## src/rtl/uart_tx_frame_16.sv

```systemverilog
// uart_tx_frame_16: 16-bit word UART transmitter with a one-entry holding register.
// A word is sent as two byte-sized groups in one 23-bit-period frame:
//   start(0) | d[7:0] LSB first | stop,stop | separator(0) | d[15:8] LSB first | stop,stop | final stop
// Every bit lasts OVERSAMPLE clken ticks. Frames can run back-to-back with no idle gap.
module uart_tx_frame_16 #(
  parameter int OVERSAMPLE = 16,
  parameter int DATA_WIDTH = 16
) (
  input  logic                  clk,
  input  logic                  rstn,
  input  logic                  clken,
  input  logic                  in_valid,
  input  logic [DATA_WIDTH-1:0] data_in,
  output logic                  in_ready,
  output logic                  tx,
  output logic                  busy,
  output logic                  tx_done
);

  localparam int SW         = (OVERSAMPLE > 1) ? $clog2(OVERSAMPLE) : 1;
  localparam int FRAME_BITS = 23;

  typedef enum logic {
    IDLE,
    SEND
  } state_t;

  state_t                state_q, state_d;

  // Holding register: the word waiting for the line.
  logic                  hold_full_q;
  logic [DATA_WIDTH-1:0] hold_data_q;

  // Bits 1..22 of the frame still to go; the bit on the line lives in tx_q.
  logic [FRAME_BITS-2:0] shift_q;
  logic [SW-1:0]         sample_q;
  logic [4:0]            bit_idx_q;
  logic                  tx_q;
  logic                  tx_done_q;

  logic                  accept;
  logic                  last_sample;
  logic                  frame_end;
  logic                  load;
  logic [DATA_WIDTH-1:0] load_data;
  logic [FRAME_BITS-2:0] load_frame;

  assign in_ready    = ~hold_full_q;
  assign accept      = in_valid & in_ready;
  assign last_sample = (sample_q == SW'(OVERSAMPLE - 1));

  assign tx      = tx_q;
  assign busy    = (state_q == SEND);
  assign tx_done = tx_done_q;

  // Frame body above the start bit, bit 1 at the LSB.
  assign load_frame = {3'b111, load_data[15:8], 1'b0, 2'b11, load_data[7:0]};

  // State register.
  // NOTE: sequential state uses non-blocking (<=) so every flop samples pre-edge values.
  always_ff @(posedge clk or negedge rstn) begin
    if (!rstn) state_q <= IDLE;
    else       state_q <= state_d;
  end

  // Next state, frame-load decision and frame-end detection.
  // NOTE: every signal written here gets a default first so no latch is inferred.
  always_comb begin
    state_d   = state_q;
    load      = 1'b0;
    frame_end = 1'b0;
    load_data = hold_data_q;
    case (state_q)
      IDLE: begin
        if (clken && hold_full_q) begin
          load    = 1'b1;
          state_d = SEND;
        end
      end
      SEND: begin
        if (clken && last_sample && (bit_idx_q == 5'(FRAME_BITS - 1))) begin
          frame_end = 1'b1;
          // A word accepted on this very edge bypasses the empty holding register.
          if (hold_full_q || accept) begin
            load      = 1'b1;
            load_data = hold_full_q ? hold_data_q : data_in;
          end else begin
            state_d = IDLE;
          end
        end
      end
      default: state_d = IDLE;
    endcase
  end

  // Holding register: filled on handshake, emptied when its word is loaded.
  always_ff @(posedge clk or negedge rstn) begin
    if (!rstn) begin
      hold_full_q <= 1'b0;
      hold_data_q <= '0;
    end else if (load) begin
      hold_full_q <= 1'b0;
    end else if (accept) begin
      hold_full_q <= 1'b1;
      hold_data_q <= data_in;
    end
  end

  // Bit timing and serialiser; tx comes straight from a flop.
  always_ff @(posedge clk or negedge rstn) begin
    if (!rstn) begin
      shift_q   <= '1;
      sample_q  <= '0;
      bit_idx_q <= '0;
      tx_q      <= 1'b1;
    end else if (load) begin
      shift_q   <= load_frame;
      sample_q  <= '0;
      bit_idx_q <= '0;
      tx_q      <= 1'b0;
    end else if ((state_q == SEND) && clken) begin
      if (last_sample) begin
        sample_q <= '0;
        if (frame_end) begin
          bit_idx_q <= '0;
          tx_q      <= 1'b1;
        end else begin
          bit_idx_q <= bit_idx_q + 5'd1;
          tx_q      <= shift_q[0];
          shift_q   <= {1'b1, shift_q[FRAME_BITS-2:1]};
        end
      end else begin
        sample_q <= sample_q + SW'(1);
      end
    end
  end

  // One-clk completion pulse on the last tick of the final stop bit.
  always_ff @(posedge clk or negedge rstn) begin
    if (!rstn) tx_done_q <= 1'b0;
    else       tx_done_q <= frame_end;
  end

endmodule
```

## config.mk

```make
export PLATFORM = sky130hd
export DESIGN_NAME = uart_tx_frame_16
export DESIGN_NICKNAME = d
export VERILOG_FILES = /design/src/rtl/uart_tx_frame_16.sv
export SDC_FILE = /design/constraint.sdc
export NUM_CORES = 1
export LEC_CHECK = 0
export ABC_AREA = 1
export CAP_MARGIN = 30
export CORE_AREA = 2 2 71 80
export CTS_BUF_LIST = sky130_fd_sc_hd__clkbuf_8
export CTS_CLUSTER_DIAMETER = 80
export CTS_CLUSTER_SIZE = 12
export DETAILED_ROUTE_END_ITERATION = 10
export DIE_AREA = 0 0 73 82
export HOLD_SLACK_MARGIN = 0.08
export PLACE_DENSITY = 0.78
export SYNTH_ARGS = -nofsm -noshare
export SYNTH_HDL_FRONTEND = slang
export SYNTH_SLANG_ARGS = --single-unit
```

## constraint.sdc

```tcl
create_clock -name clk -period 1.65 [get_ports clk]
set_input_delay 0.33 -clock clk [delete_from_list [all_inputs] [get_ports clk]]
set_output_delay 0.33 -clock clk [all_outputs]
set_load 0.01 [all_outputs]
```

==> results.py <==
metrics = {
    "grt": {
        "grt_pass1_wl_um": 11000,
        "grt_usage": 0.239,
        "grt_max_degree": 49,
        "grt_pass1_vias": 2432,
        "overflow": 0,
        "antenna_found_initial": 0,
    },
    "layout": {
        "layout.nets": 433,
        "n_fill_cell": 363,
        "antenna_cells": 0,
        "drive_above_1_share": 0.280,
        "syn_to_final_growth_pct": 36.6,
        "final_util": 0.711,
    },
    "worst_setup_path": {
        "cp_slowest_stage_delay_ps": 400,
        "r2r_slack_ps": -70,
        "critPathLaunchType": "flop",
        "cp_data_required_time_ps": 1890,
        "slowest_stage": "dfrtp_1",
        "critical_path_class": "reg2reg",
        "crit_path_frequent_cell": "nand2_1",
        "path_cells": "ha_4 -> nand3_4 -> nor2_4 -> nand4_4 -> nand2_8 -> buf_12 -> buf_12 -> nand3_2 -> nand2_1 -> nand2_1 -> nand2_1",
        "cp-end-kind": "flop",
        "crit_fanout": 10,
        "crit_arrival_ps": 1970,
    },
    "clocking": {
        "clk_latency_ps": 300,
        "cts_root_buffer": "clkbuf_8",
        "cts_max_level": 2,
        "cts_made_buffers": 5,
        "cts_tree": "done",
        "clock-sinks": 48,
        "clkSlewWorstSetupHoldPaths_ps": 90,
        "clock_path_buffers": 2,
    },
    "logic_synthesis": {
        "yosys_warnings": 0,
        "syn-num-nets": 370,
        "ys_seq_area_frac": 0.451,
        "ys_seq_elements": 48,
        "synth_area_um2": 2720,
        "syn_avg_cell_area_um2": 7.83,
        "synth_cells": 347,
        "synth_cell_types": 37,
    },
    "floorplan": {
        "ios": 24,
        "die_y_um": 82,
        "start_util": 0.521,
        "num_rows": 28,
        "die_x_um": 73,
        "die-area_um2": 5990,
        "core_um2": 5220,
    },
    "detailed_routing": {
        "wl_per_cell_um": 14.7,
        "drt_first_iter_violations": 141,
        "vias_per_cell": 5.39,
        "finalWirelength_um": 6890,
        "dr_total_vias": 2535,
        "first_pass_iters": 5,
        "drc": 0,
        "antenna_left": 0,
    },
    "sta": {
        "min_period_ps": 1720,
        "tns_ps": -1270,
        "slew_headroom": 0.752,
        "rsz0062_at_grt": "yes",
        "hold_viol": 0,
        "tightest_slew_ps": 370,
        "fmax_mhz": 580,
        "setup_viol": 33,
        "finalClockSkew_ps": 13.4,
        "fin_ws_ps": -74.2,
        "slew_violations": 0,
        "min_period_over_period": 1.04,
    },
    "run_status": {
        "status": "complete, but fails checks",
        "violations": "negative setup slack",
    },
    "placement": {
        "gp_congestion": 0.866,
        "port_buffers": 23,
        "dp_hpwl_um": 4040,
    },
    "power": {
        "p_leak_uw": 0.00187,
        "peakVddDrop_mv": 0.446,
        "power_density_nw_per_um2": 890,
    },
    "flow_run": {
        "cap_viol_max_count": 0,
    },
    "min_path": {
        "hold_path_class": "reg2reg",
    },
}
[cells in the final DEF, fill, tap and decap left out, drive strengths merged, types with 2 or more instances in the layout]
| cell | synthesis | routed |
|---|---|---|
| nand3 | 26 | 26 |
| clkdlybuf4s50 | 0 | 20 |
| buf | 14 | 44 |
| o21ai | 23 | 23 |
| o211ai | 2 | 2 |
| dfstp | 20 | 20 |
| nor3 | 3 | 3 |
| a21oi | 3 | 3 |
| nand2 | 135 | 136 |
| ha | 3 | 3 |
| nand4 | 19 | 19 |
| inv | 46 | 47 |
| or2 | 2 | 2 |
| nor2 | 14 | 14 |
| clkbuf | 1 | 8 |
| dfrtp | 28 | 28 |
| xor2 | 4 | 4 |
[per-stage QoR]
step	std cells	total power, µW	hold WS (ps)	cell area (µm²)	worst slack (ps)
4_1_cts	462	3190	473	3520	-32.0
3_5_place_dp	446	2390	336	3230	-321
5_1_grt	470	3510	488	3710	-158
2_1_floorplan	347	2050	34.4	2720	0.825
3_3_place_gp	446	2340	336	3230	-244
6_report	470	3300	465	3710	-74.2
[routing by layer]
layer  share of wire  vias up  track usage  wire length (µm)
met2            0.52       90        0.416              3560
met1            0.39     1198        0.282              2710
met5               0        -            0                 0
met4           0.038        0        0.120               263
li1                -     1221            -                 -
met3           0.051       26       0.0393               349
[what timing repair did]
action                     4_1_cts  5_1_grt
gates resized for setup         25       19
pin swaps                       13       14
setup endpoints to repair       44       45
hold endpoints to repair        28        0
cloned                           2        3
setup buffers                    6        5
hold buffers                     1        0
[final timing paths]
path	startpoint	to	cells after the start
max	sample_q[0]	shift_q[16]	11
min	shift_q[18]	shift_q[18]	2
max reg2reg	sample_q[0]	shift_q[16]	11
min reg2reg	shift_q[18]	shift_q[18]	2
max in group asynchronous	rstn	shift_q[17]	3
min in group asynchronous	rstn	busy	3
[flip-flops by register name, summed over array words and instances (netlist names)]
signal	count
shift_q	19
tx_done	1
tx	1
bit_idx_q	5
busy	1
sample_q	4
hold_full_q	1
hold_data_q	16
[power by group]
group          switching [µW]  leakage, µW  total (µW)  internal (µW)
sequential                153     0.000551        1540           1380
clock                     392    0.0000452         676            283
combinational             526      0.00128        1090            563
total                    1070      0.00187        3300           2230
[kinds of logic after synthesis]
| group | count (synthesis) | synth area share |
|---|---|---|
| simple gates | 202 | 0.360 |
| buf+inv | 61 | 0.104 |
| flops | 48 | 0.451 |
| compound gates | 28 | 0.0552 |
| xor+xnor | 5 | 0.0161 |
| fa+ha+maj | 3 | 0.0138 |
[synthesized netlist by cell type, drive strengths merged]
cell type / count / area (µm²)
nand2: 135 / 527
inv: 46 / 175
dfrtp: 28 / 701
nand3: 26 / 148
o21ai: 23 / 115
dfstp: 20 / 526
nand4: 19 / 140
buf: 14 / 104
nor2: 14 / 88.8
xor2: 4 / 35.0
a21oi: 3 / 15.0
ha: 3 / 37.5
nor3: 3 / 26.3
o211ai: 2 / 20.0
or2: 2 / 12.5
and3: 1 / 6.26
clkbuf: 1 / 3.75
nand3b: 1 / 7.51
nor4: 1 / 21.3
xnor2: 1 / 8.76
[worst max-delay path: cells and delay by family (launching register included)]
kind / cells / cell delay [ps]
AND/OR/NAND/NOR: 8 / 850
flip-flops: 1 / 400
buffers and inverters: 2 / 240
adder cells (fa/ha/maj): 1 / 160
[layout make-up]
type	count	area, µm²	share of cell area
inverters	46	175	0.0472
clock buffers	5	68.8	0.0185
well taps	60	75.1	0.0202
multi-input cells	239	1360	0.367
repair buffers	70	795	0.214
clock inverters	2	8.76	0.00236
flip-flops and latches	48	1230	0.330
(Power assumes the default switching activity.)
